### src/rtl/alu_seq.sv
`default_nettype none
// ============================================================================
//  Module   : alu_seq
//  Purpose  : Clocked, parametrised ALU with a valid/ready handshake on both
//             sides. Single-cycle ops register their result on the accept
//             edge. MUL is an iterative shift-add that takes WIDTH cycles.
//             The result and its flags stay registered and stable until the
//             consumer takes them.
//  Config   : `ALU_MUL_EN - builds in the iterative multiplier and BUSY state.
//             If it is undefined, opcode 010 finishes in one cycle with
//             ALU_Out=0, Zero=1 and Err=1.
//  Ports    : clk, rst             - clock, synchronous active-high reset
//             in_valid / in_ready  - command handshake; in_ready is high only
//                                    in IDLE
//             A, B, ALU_Sel        - operands (WIDTH bits) and opcode (3 bits)
//             out_valid / out_ready- result handshake
//             ALU_Out              - 2*WIDTH-bit result
//             CarryOut, Zero, Overflow, Err - registered flags
//  Revision : 1.0 - initial release
// ============================================================================
module alu_seq #(
   parameter int WIDTH = 4
) (
   input  logic                 clk,
   input  logic                 rst,
   input  logic                 in_valid,
   output logic                 in_ready,
   input  logic [WIDTH-1:0]     A,
   input  logic [WIDTH-1:0]     B,
   input  logic [2:0]           ALU_Sel,
   output logic                 out_valid,
   input  logic                 out_ready,
   output logic [2*WIDTH-1:0]   ALU_Out,
   output logic                 CarryOut,
   output logic                 Zero,
   output logic                 Overflow,
   output logic                 Err
);

   localparam logic [2:0] C_OP_ADD = 3'b000;
   localparam logic [2:0] C_OP_SUB = 3'b001;
   localparam logic [2:0] C_OP_MUL = 3'b010;
   localparam logic [2:0] C_OP_OR  = 3'b011;
   localparam logic [2:0] C_OP_AND = 3'b100;
   localparam logic [2:0] C_OP_SHL = 3'b101;
   localparam logic [2:0] C_OP_SHR = 3'b110;
   localparam logic [2:0] C_OP_XOR = 3'b111;

   typedef enum logic [1:0] {
      S_IDLE = 2'd0,
      S_BUSY = 2'd1,
      S_DONE = 2'd2
   } state_t;

   state_t               state_q, state_d;
   logic [2*WIDTH-1:0]   out_q, out_d;
   logic                 carry_q, carry_d;
   logic                 zero_q, zero_d;
   logic                 ovf_q, ovf_d;
   logic                 err_q, err_d;

   // Single-cycle result, computed straight from the input operands so it
   // can be registered on the accept edge.
   logic [WIDTH:0]       w_sum;
   logic [WIDTH:0]       w_diff;
   logic [2*WIDTH-1:0]   w_res;
   logic                 w_carry;
   logic                 w_zero;
   logic                 w_ovf;
   logic                 w_err;
   logic                 w_go_busy;

`ifdef ALU_MUL_EN
   localparam int CNT_W = $clog2(WIDTH);

   logic [2*WIDTH-1:0]   mcand_q, mcand_d;   // multiplicand, shifted left each step
   logic [WIDTH-1:0]     mplier_q, mplier_d; // multiplier, shifted right each step
   logic [2*WIDTH-1:0]   acc_q, acc_d;       // partial product
   logic [CNT_W-1:0]     cnt_q, cnt_d;
   logic [2*WIDTH-1:0]   w_acc_step;

   assign w_acc_step = acc_q + (mplier_q[0] ? mcand_q : '0);
   assign w_go_busy  = (ALU_Sel == C_OP_MUL);
`else
   assign w_go_busy  = 1'b0;
`endif

   always_comb begin
      w_sum   = {1'b0, A} + {1'b0, B};
      w_diff  = {1'b0, A} - {1'b0, B};
      w_res   = '0;
      w_carry = 1'b0;
      w_ovf   = 1'b0;
      w_err   = 1'b0;
      case (ALU_Sel)
         C_OP_ADD: begin
            w_res   = {{(WIDTH-1){1'b0}}, w_sum};
            w_carry = w_sum[WIDTH];
            // Same-sign operands giving a different-sign result.
            w_ovf   = (A[WIDTH-1] == B[WIDTH-1]) && (w_sum[WIDTH-1] != A[WIDTH-1]);
         end
         C_OP_SUB: begin
            w_res   = {{WIDTH{1'b0}}, w_diff[WIDTH-1:0]};
            // The extra top bit of the widened subtraction is the borrow (A < B).
            w_carry = w_diff[WIDTH];
            w_ovf   = (A[WIDTH-1] != B[WIDTH-1]) && (w_diff[WIDTH-1] != A[WIDTH-1]);
         end
         C_OP_MUL: begin
`ifndef ALU_MUL_EN
            w_err = 1'b1;
`endif
         end
         C_OP_OR:  w_res = {{WIDTH{1'b0}}, A | B};
         C_OP_AND: w_res = {{WIDTH{1'b0}}, A & B};
         // A shift amount of 2*WIDTH or more clears the 2*WIDTH-bit result.
         C_OP_SHL: w_res = {{WIDTH{1'b0}}, A} << B;
         C_OP_SHR: w_res = {{WIDTH{1'b0}}, A >> B};
         C_OP_XOR: w_res = {{WIDTH{1'b0}}, A ^ B};
         default:  w_res = '0;
      endcase
      w_zero = (w_res == '0);
   end

   // Next-state logic and output-register loads.
   always_comb begin
      state_d  = state_q;
      out_d    = out_q;
      carry_d  = carry_q;
      zero_d   = zero_q;
      ovf_d    = ovf_q;
      err_d    = err_q;
`ifdef ALU_MUL_EN
      mcand_d  = mcand_q;
      mplier_d = mplier_q;
      acc_d    = acc_q;
      cnt_d    = cnt_q;
`endif
      case (state_q)
         S_IDLE: begin
            if (in_valid) begin
               if (w_go_busy) begin
                  state_d  = S_BUSY;
`ifdef ALU_MUL_EN
                  mcand_d  = {{WIDTH{1'b0}}, A};
                  mplier_d = B;
                  acc_d    = '0;
                  cnt_d    = '0;
`endif
               end else begin
                  state_d = S_DONE;
                  out_d   = w_res;
                  carry_d = w_carry;
                  zero_d  = w_zero;
                  ovf_d   = w_ovf;
                  err_d   = w_err;
               end
            end
         end
         S_BUSY: begin
`ifdef ALU_MUL_EN
            acc_d    = w_acc_step;
            mcand_d  = mcand_q << 1;
            mplier_d = mplier_q >> 1;
            cnt_d    = cnt_q + 1'b1;
            // The last step writes the finished product directly into the
            // output register, so DONE begins WIDTH edges after accept.
            if (cnt_q == CNT_W'(WIDTH - 1)) begin
               state_d = S_DONE;
               out_d   = w_acc_step;
               carry_d = |w_acc_step[2*WIDTH-1:WIDTH];
               zero_d  = (w_acc_step == '0);
               ovf_d   = 1'b0;
               err_d   = 1'b0;
            end
`else
            state_d = S_IDLE;
`endif
         end
         S_DONE: begin
            if (out_ready) begin
               state_d = S_IDLE;
            end
         end
         default: state_d = S_IDLE;
      endcase
   end

   always_ff @(posedge clk) begin
      if (rst) begin
         state_q  <= S_IDLE;
         out_q    <= '0;
         carry_q  <= 1'b0;
         zero_q   <= 1'b0;
         ovf_q    <= 1'b0;
         err_q    <= 1'b0;
`ifdef ALU_MUL_EN
         mcand_q  <= '0;
         mplier_q <= '0;
         acc_q    <= '0;
         cnt_q    <= '0;
`endif
      end else begin
         state_q  <= state_d;
         out_q    <= out_d;
         carry_q  <= carry_d;
         zero_q   <= zero_d;
         ovf_q    <= ovf_d;
         err_q    <= err_d;
`ifdef ALU_MUL_EN
         mcand_q  <= mcand_d;
         mplier_q <= mplier_d;
         acc_q    <= acc_d;
         cnt_q    <= cnt_d;
`endif
      end
   end

   assign in_ready  = (state_q == S_IDLE);
   assign out_valid = (state_q == S_DONE);
   assign ALU_Out   = out_q;
   assign CarryOut  = carry_q;
   assign Zero      = zero_q;
   assign Overflow  = ovf_q;
   assign Err       = err_q;

endmodule
`default_nettype wire
### config.mk
export PLATFORM = sky130hd
export DESIGN_NAME = alu_seq
export DESIGN_NICKNAME = d
export VERILOG_FILES = /design/src/rtl/alu_seq.sv
export SDC_FILE = /design/constraint.sdc
export NUM_CORES = 1
export LEC_CHECK = 0
export CAP_MARGIN = 20
export CORE_AREA = 2 2 62 64
export DETAILED_ROUTE_END_ITERATION = 10
export DIE_AREA = 0 0 64 66
export GPL_TIMING_DRIVEN = 0
export PLACE_DENSITY_LB_ADDON = 0.2
export SYNTH_ARGS = -nofsm -noshare
export SYNTH_HDL_FRONTEND = slang
export SYNTH_SLANG_ARGS = --single-unit
### constraint.sdc
create_clock -name clk -period 2.8 [get_ports clk]
set_input_delay 0.28 -clock clk [delete_from_list [all_inputs] [get_ports clk]]
set_output_delay 0.28 -clock clk [all_outputs]
set_load 0.005 [all_outputs]
== Word level (Yosys, flattened, before mapping) ==
Index checks and enable logic that the tools add are counted.
Operators by class
  muxes and demuxes: 7
  shift operators: 2
  add/sub/neg operators: 2
  reductions and logical operators: 7
  bitwise operators: 3
  equal/unequal tests: 14
Operators with widths (number)
  $pmux W8 S7: 1
  $eq A3 B3 Y1 const B: 4
  $logic_not A8 Y1: 1
  $shl A4 B4 Y8: 1
  $eq A3 B2 Y1 const B: 2
  $add A4 B4 Y5: 1
  $sub A4 B4 Y5: 1
  $and A4 B4 Y4: 1
  $mux W2: 2
  $or A4 B4 Y4: 1
  $pmux W1 S2: 2
  $pmux W2 S2: 1
  $reduce_and A2 Y1: 2
  $shr A4 B4 Y4: 1
  $xor A4 B4 Y4: 1
  $eq A3 B1 Y1 const B: 1
  $logic_not A3 Y1: 1
  $ne A1 B1 Y1: 3
  $eq A2 B2 Y1 const B: 1
  $logic_and A1 B1 Y1: 2
  $logic_not A2 Y1: 1
  $ne A2 B1 Y1 const B: 1
  $ne A2 B2 Y1 const B: 1
  $eq A1 B1 Y1: 1
  $mux W1: 1
Word-level totals
  output and inout port bits: 14
  flip-flop bits (word level): 14
  bits of input ports: 15
  logic and storage cells: 41

== Longest topological paths before layout ==
Gate-level depths: netlist of run 1.
  word-level depth: 4
  gate-level depth with buffers: 10

== Worst setup path before layout of run 1 ==
No wires, ideal clock.
  path kind: in2reg
  from: input port B[1]
  to: register out_q[3], in the netlist ALU_Out[3]
  setup slack: 909 ps
  stages on the path: 9
  data arrival time: 1821 ps
  data required time: 2729 ps
  setup time: 71 ps
  cells stage by stage: buf_2 inv_1 ha_1 a21o_1 a21oi_1 xnor2_1 nand2_1 a311o_1 a21oi_1
On the way
  cells in the longest elaborated chain, start to end: 2
  elaborated cells on any way between the ends: 5
  classes of those cells: add/sub: 2; shift: 2; mux: 1
Ends and longest elaborated chain
  start: declaration: line 29  | input logic [WIDTH-1:0] B,
  $sub A4 B4 Y5 (tied with other cells): line 90  | w_diff = {1'b0, A} - {1'b0, B};
  $pmux W8 S7 *: line 95  | case (ALU_Sel)
  end signal: assignment: line 204  | out_q <= out_d;
  end: declaration: line 56  | logic [2*WIDTH-1:0] out_q, out_d;
Mark *: on every way between the ends. The rest lies on a longest branch, timed or not.
A chain may end at the register's enable or synchronous reset.

== Worst setup path after layout of run 1 ==
  from: input port A[1]
  to: register out_q[3], in the netlist ALU_Out[3]
On the way
  cells in the longest elaborated chain, start to end: 2
  elaborated cells on any way between the ends: 5
  classes of those cells: add/sub: 2; shift: 2; mux: 1
Ends and longest elaborated chain
  start: declaration: line 28  | input logic [WIDTH-1:0] A,
  $sub A4 B4 Y5 (tied with other cells): line 90
  $pmux W8 S7 *: line 95
Marked as above.

==> impl_metrics.sql, run 1 <==
INSERT INTO impl_metrics (metric_group, metric, value, unit) VALUES
('outcome', 'status', 'complete, no violations', ''),
('place', 'dp_cells', '261', ''),
('synth', 'synthTopCellsByCount', 'nor2_1 (26), nand2_1 (18), dfxtp_1 (13), ha_1 (13), inv_1 (13)', ''),
('finish', 'final_area', '1722', 'um^2'),
('floorplanning', 'floorplan.initialDensity', '38.37', '%'),
('drt', 'firstDrtPassIters', '4', ''),
('timing', 'fin_skew', '0.01299', 'ns'),
('finish', 'layout.filler_cells', '368', ''),
('finish', 'post_route_cells_drive_above_1_share', '7.834', '%'),
('grt', 'grt_pass1_wl', '5.796', 'mm'),
('floorplanning', 'area_of_the_core_region', '3551', 'um^2'),
('drt', 'vias', '1402', ''),
('timing', 'layout_worst_path_cycle_share', '84.99', '%'),
('finish', 'design.final.nets', '248', ''),
('synth', 'synth_top_cells_by_area', 'dfxtp_1 (19%), ha_1 (12%), nor2_1 (7.2%)', ''),
('grt', 'pin_count_of_the_biggest_net_entering_global_routing', '11', ''),
('clock_tree', 'clk_latency', '0.29', 'ns'),
('floorplanning', 'die_x', '64', 'um'),
('floorplanning', 'chipHeight', '66', 'um'),
('place', 'placed_area', '1693', 'um^2'),
('clock_tree', 'clkTransAtPathRegs', '0.08', 'ns'),
('grt', 'grt.total_usage', '17.55', '%'),
('drt', 'wl_per_cell', '12.85', 'um'),
('timing', 'grt_setup_unrepaired', 'no', ''),
('synth', 'synth.yosys.seq_area_share', '19.10', '%'),
('clock_tree', 'clock_tree.htree_level_count', '1', ''),
('setup_path', 'cp-start-kind', 'primary input', ''),
('synth', 'yosys.cell_types.count', '52', ''),
('pwr', 'power.static_leakage', '0.7165', 'nW'),
('clock_tree', 'clock_tree.root_cell', 'clkbuf_4', ''),
('synth', 'synth_enable_flop_cells', '0', ''),
('run', 'drv.max_cap_violation_count', '0', ''),
('synth', 'synth.yosys.warnings', '0', ''),
('drt', 'detail_routed_via_count_per_cell', '5.291', ''),
('clock_tree', 'clock_sinks', '13', ''),
('timing', 'setup_viol', '0', ''),
('setup_path', 'critical_path.max_fanout', '9', ''),
('floorplanning', 'floorplan.rows', '22', ''),
('timing', 'whs', '0.4609', 'ns'),
('clock_tree', 'cts_tree', 'built', ''),
('timing', 'tightest_slew', '0.4551', 'ns'),
('synth', 'synth.net_count', '216', ''),
('grt', 'globalRouteOverflowTotal', '0', ''),
('setup_path', 'criticalPathCategory', 'primary input to flip-flop', ''),
('pwr', 'vdd_drop_max', '112.6', 'uV'),
('setup_path', 'timing.critical_path.arrival', '2.59', 'ns'),
('drt', 'first_iter_violations', '53', ''),
('place', 'placement.io_buffers', '27', ''),
('timing', 'timing.final.crit_period', '2.380', 'ns'),
('finish', 'multi_input_comb_area', '1005', 'um^2'),
('finish', 'post_layout_nonfiller_instances', '265', ''),
('grt', 'antenna_found_initial', '0', ''),
('setup_path', 'end_kind', 'flip-flop', ''),
('place', 'gp_congestion', '0.8452', ''),
('setup_path', 'worst_ep_required_time', '3.01', 'ns'),
('grt', 'first_global_vias', '1240', ''),
('drt', 'drc', '0', ''),
('timing', 'timing.setup.tns', '0', 'ns'),
('synth', 'per_instance_average_area_after_synthesis', '7.326', 'um^2'),
('timing', 'hold_violations', '0', ''),
('synth', 'synth_ff_type', 'dfxtp_1', ''),
('floorplanning', 'num_io_pins', '29', ''),
('drt', 'ant_nets', '0', ''),
('synth', 'top_count_cell_post_synth', 'nor2_1', ''),
('clock_tree', 'max-clock-path-buffers', '2', ''),
('synth', 'syn-instance-count', '186', ''),
('clock_tree', 'numCtsBuffers', '3', ''),
('synth', 'flip_flop_and_latch_count_after_synthesis', '13', ''),
('finish', 'syn2layout_area_growth', '26.35', '%'),
('finish', 'area.sequential', '260.3', 'um^2'),
('place', 'hpwl', '2.731', 'mm'),
('synth', 'share_of_the_synthesized_area_in_the_top_cell_type', '19.10', '%'),
('synth', 'postSynth.asyncResetShare', '0', '%'),
('clock_tree', 'cts.hold.buffers_added', '0', ''),
('pwr', 'power-per-cell-area', '311.0', 'nW/um^2'),
('floorplanning', 'die_area', '4224', 'um^2'),
('pwr', 'finalPower', '0.0005355', 'W'),
('synth', 'synth_area', '1363', 'um^2'),
('timing', 'report.final.slew_viol_count', '0', ''),
('timing', 'worst_slew_margin_rel', '69.66', '%'),
('finish', 'antenna_cells_inserted', '0', ''),
('timing', 'max_freq', '420.2', 'MHz'),
('drt', 'wirelength', '3.405', 'mm'),
('hold_path', 'holdCritPathClass', 'flip-flop to flip-flop', ''),
('synth', 'post-synth-top-area-cell', 'dfxtp_1', '');
[report_power, final]
part	total (W)	internal [W]	switching, W
combinational	0.000216	0.000103	0.000113
sequential	0.000201	0.000196	0.00000576
clock	0.000118	0.0000554	0.0000623
[registers in the layout (all words and copies together) (netlist names)]
| register | cells |
|---|---|
| ALU_Out | 8 |
| state_q | 1 |
| Err | 1 |
| CarryOut | 1 |
| Zero | 1 |
| Overflow | 1 |
[cells in the final DEF, fill, tap and decap left out, drive strengths merged, types with 2 or more instances in the layout]
| cell | Yosys | routed |
|---|---|---|
| xnor2 | 3 | 3 |
| fa | 2 | 2 |
| nand2 | 19 | 19 |
| dfxtp | 13 | 13 |
| and3 | 3 | 3 |
| nor2b | 4 | 4 |
| a21oi | 13 | 13 |
| buf | 5 | 5 |
| clkdlybuf4s50 | 0 | 26 |
| nor3 | 6 | 6 |
| or3 | 2 | 2 |
| o211ai | 2 | 2 |
| ha | 13 | 13 |
| mux2i | 6 | 6 |
| inv | 14 | 14 |
| nor2 | 26 | 26 |
| clkbuf | 5 | 9 |
| a31oi | 3 | 3 |
| a211oi | 3 | 3 |
| xor2 | 2 | 2 |
| a22oi | 2 | 2 |
| nand3 | 3 | 3 |
| nand2b | 5 | 5 |
| o22ai | 2 | 2 |
| o21bai | 2 | 2 |
| o21ai | 8 | 8 |
[what timing repair did]
item | in CTS | in global routing
endpoints found under the setup margin | 0 | 1
hold endpoints to repair | 0 | 0
setup buffers | 0 | 0
gates resized for setup | 0 | 1
[through the flow]
step	setup slack, ns	util, %
after global placement	-0.06879	47.67
after floorplan	0.9087	-
after CTS	0.1878	48.41
after detailed placement	-0.09996	47.67
final	0.4202	48.48
after global routing	0.2341	48.48
[path summary, 6_finish.rpt]
check               endpoint       start  cells past startpoint  slack (ns)
setup / recovery  ALU_Out[3]        A[1]                      9        0.42
hold / removal    ALU_Out[7]  ALU_Out[7]                      2        0.46
setup reg to reg  ALU_Out[5]  state_q[1]                      6        1.40
hold reg to reg   ALU_Out[7]  ALU_Out[7]                      2        0.46
[cell type report]
class                           instances  share of cell area [%]
Buffer                                 10                   2.616
Tap cell                               48                   3.488
Clock buffer                            4                   1.526
Timing Repair Buffer                   27                   15.84
Sequential cell                        13                   15.12
Multi-Input combinational cell        149                   58.36
Inverter                               14                   3.052
[metal layers]
metal  vias up  wire, um  track usage, %
met4         0        42           5.707
met3         5       176           2.555
met2        44      1593           29.30
li1        713         -               -
met5         -         0               0
met1       640      1593           23.14
[worst max-delay path, cell delays in order]
cell,delay [ns]
clkdlybuf4s50_1,0.71
inv_1,0.13
ha_1,0.34
o21bai_1,0.09
a21oi_1,0.27
xor2_1,0.18
nand2_1,0.08
a311o_1,0.37
a21oi_1,0.12
[cells by family after synthesis]
kind of cell    Yosys count  synth area share, %
compound gates           45                21.76
flops                    13                19.10
simple gates             77                28.65
xor+xnor                  5                3.215
fa+ha+maj                15                14.88
mux                       7                5.234
buf+inv                  24                7.162
(Power assumes the default switching activity.)
==> run 2, diff against run 1 <==
- clock period: 2.8 -> 2.4 ns (I/O delays scaled with it)
==> impl_metrics.sql, run 2 (synthesized netlist as in run 1, its figures left out) <==
INSERT INTO impl_metrics (metric_group, metric, value, unit) VALUES
('setup_path', 'reg2reg_slack', '1.00', 'ns'),
('drt', 'drc', '0', ''),
('clock_tree', 'clock_tree.root_cell', 'clkbuf_4', ''),
('setup_path', 'cp-start-kind', 'primary input', ''),
('floorplanning', 'chipHeight', '66', 'um'),
('clock_tree', 'clk_latency', '0.29', 'ns'),
('setup_path', 'end_kind', 'flip-flop', ''),
('clock_tree', 'cts.hold.buffers_added', '0', ''),
('timing', 'layout_worst_path_cycle_share', '92.32', '%'),
('finish', 'syn2layout_area_growth', '27.46', '%'),
('drt', 'first_iter_violations', '62', ''),
('place', 'hpwl', '2.731', 'mm'),
('floorplanning', 'floorplan.rows', '22', ''),
('setup_path', 'setup.worst_path.start', 'B[2]', ''),
('floorplanning', 'area_of_the_core_region', '3551', 'um^2'),
('place', 'dp_cells', '261', ''),
('finish', 'layout_commonest_cell', 'nor2_1', ''),
('setup_path', 'worst_r2r_endpoint', 'ALU_Out[5]', ''),
('grt', 'grt.total_usage', '17.55', '%'),
('drt', 'wl_per_cell', '12.89', 'um'),
('outcome', 'status', 'complete, no violations', ''),
('drt', 'detail_routed_via_count_per_cell', '5.245', ''),
('setup_path', 'critical_path.endpoint', 'ALU_Out[3]', ''),
('floorplanning', 'num_io_pins', '29', ''),
('clock_tree', 'post-cts-setup-buffers', '0', ''),
('timing', 'max_freq', '451.4', 'MHz'),
('timing', 'tightest_slew', '0.4551', 'ns'),
('timing', 'worst_slew_margin_rel', '69.66', '%'),
('finish', 'final_area', '1737', 'um^2'),
('finish', 'post_layout_nonfiller_instances', '265', ''),
('grt', 'antenna_found_initial', '0', ''),
('hold_path', 'holdCritPathClass', 'flip-flop to flip-flop', ''),
('setup_path', 'rr_worst_depth', '6', ''),
('timing', 'setup_viol', '0', ''),
('setup_path', 'worst_ep_required_time', '2.61', 'ns'),
('finish', 'layout.cells.most_common_list', 'nor2_1 (26), clkdlybuf4s50_1 (22), nand2_1 (18)', ''),
('drt', 'wl_met2', '1.591', 'mm'),
('finish', 'design.final.nets', '248', ''),
('clock_tree', 'clkTransAtPathRegs', '0.08', 'ns'),
('pwr', 'finalPower', '0.0006270', 'W'),
('timing', 'report.final.slew_viol_count', '0', ''),
('setup_path', 'timing.critical_path.arrival', '2.42', 'ns'),
('finish', 'antenna_cells_inserted', '0', ''),
('drt', 'ant_nets', '0', ''),
('clock_tree', 'clock_sinks', '13', ''),
('drt', 'wl_met1', '1.631', 'mm'),
('grt', 'grt_pass1_wl', '5.796', 'mm'),
('timing', 'hold_violations', '0', ''),
('place', 'placed_area', '1693', 'um^2'),
('setup_path', 'timing.critical_path.cells', 'clkdlybuf4s50_1 > clkbuf_2 > inv_1 > ha_2 > inv_2 > a21oi_2 > xor2_1 > nand2_1 > a311o_1 > a21oi_1', ''),
('finish', 'final_core_util', '48.91', '%'),
('drt', 'vias', '1390', ''),
('timing', 'grt_setup_unrepaired', 'no', ''),
('grt', 'globalRouteOverflowTotal', '0', ''),
('setup_path', 'worstPathBufferInverterCount', '4', ''),
('setup_path', 'criticalPathCategory', 'primary input to flip-flop', ''),
('floorplanning', 'die_x', '64', 'um'),
('place', 'placement.io_buffers', '27', ''),
('pwr', 'power-per-cell-area', '361.0', 'nW/um^2'),
('timing', 'timing.final.crit_period', '2.216', 'ns'),
('setup_path', 'worstReg2RegStart', 'state_q[1]', ''),
('drt', 'route.top_layer_used', 'met4', ''),
('place', 'gp_congestion', '0.8452', ''),
('drt', 'firstDrtPassIters', '4', ''),
('setup_path', 'critical_path.top_delay_family', 'buffers and inverters', ''),
('grt', 'first_global_vias', '1240', ''),
('run', 'drv.max_cap_violation_count', '0', ''),
('floorplanning', 'die_area', '4224', 'um^2'),
('pwr', 'power.static_leakage', '0.7436', 'nW'),
('timing', 'fin_skew', '0.01299', 'ns'),
('drt', 'wirelength', '3.417', 'mm'),
('drt', 'wl_met3', '151', 'um'),
('pwr', 'vdd_drop_max', '131.1', 'uV'),
('finish', 'post_route_cells_drive_above_1_share', '9.677', '%'),
('setup_path', 'critical_path.max_fanout', '9', ''),
('grt', 'pin_count_of_the_biggest_net_entering_global_routing', '11', ''),
('clock_tree', 'clock_tree.htree_level_count', '1', ''),
('hold_path', 'whs_path_depth', '2', ''),
('floorplanning', 'floorplan.initialDensity', '38.37', '%'),
('clock_tree', 'max-clock-path-buffers', '2', ''),
('clock_tree', 'cts_tree', 'built', ''),
('finish', 'max_ffs_per_register', '8', ''),
('finish', 'layout.filler_cells', '362', ''),
('clock_tree', 'numCtsBuffers', '3', ''),
('setup_path', 'cp_slowest_stage_delay', '0.48', 'ns'),
('setup_path', 'path_depth', '10', ''),
('setup_path', 'cpMaxStageDelayCell', 'clkdlybuf4s50_1', '');
[run 2: timing repair]
| item | CTS | global route |
|---|---|---|
| gates resized for setup | 1 | 10 |
| endpoints found under the setup margin | 5 | 2 |
| hold endpoints to repair | 0 | 0 |
[run 2: cell type report]
class                   count  area [um^2]  area share (%)
inverters                  14        52.55           3.026
multi-input cells         149         1017           58.57
flip-flops and latches     13        260.3           14.99
clock buffers               4        26.28           1.513
plain buffers              10        45.04           2.594
well taps                  48        60.06           3.458
repair buffers             27        275.3           15.85
[run 2: layer usage]
metal / up-vias / global-route usage, %
met4: 0 / 5.707
met2: 39 / 29.30
met3: 5 / 2.555
met1: 634 / 23.14
met5: - / 0
li1: 712 / -
[run 2: how the worst min path moves through the flow]
stage	start	endpoint	slack (ns)
2_1_floorplan	out_ready	state_q[1]	0.34
3_3_place_gp	ALU_Out[7]	ALU_Out[7]	0.45
3_5_place_dp	ALU_Out[7]	ALU_Out[7]	0.45
4_1_cts	ALU_Out[3]	ALU_Out[3]	0.46
5_1_grt	ALU_Out[3]	ALU_Out[3]	0.50
6_report	ALU_Out[7]	ALU_Out[7]	0.46
[run 2: metrics by stage]
stage | setup TNS, ns | setup slack (ns) | hold slack (ns)
after floorplan | 0 | 0.5487 | 0.3390
after global placement | -1.825 | -0.4288 | 0.4456
after detailed placement | -2.047 | -0.4600 | 0.4507
after CTS | 0 | 0.07036 | 0.4603
after global routing | 0 | 0.02966 | 0.5012
final | 0 | 0.1844 | 0.4609
[run 2: worst register-to-register path, stage by stage, from the launching register on]
cell and delay, ns:
dfxtp_1 0.39, inv_1 0.07, nand2_1 0.19, clkbuf_1 0.36
nor2_1 0.09, a21oi_1 0.13, nor2_1 0.05
[run 2: where the power goes]
| part | switching [W] | total [W] | internal (W) |
|---|---|---|---|
| Combinational | 0.000134 | 0.000255 | 0.000121 |
| Clock | 0.0000727 | 0.000137 | 0.0000647 |
| Sequential | 0.00000672 | 0.000235 | 0.000228 |
| Total | 0.000213 | 0.000627 | 0.000414 |
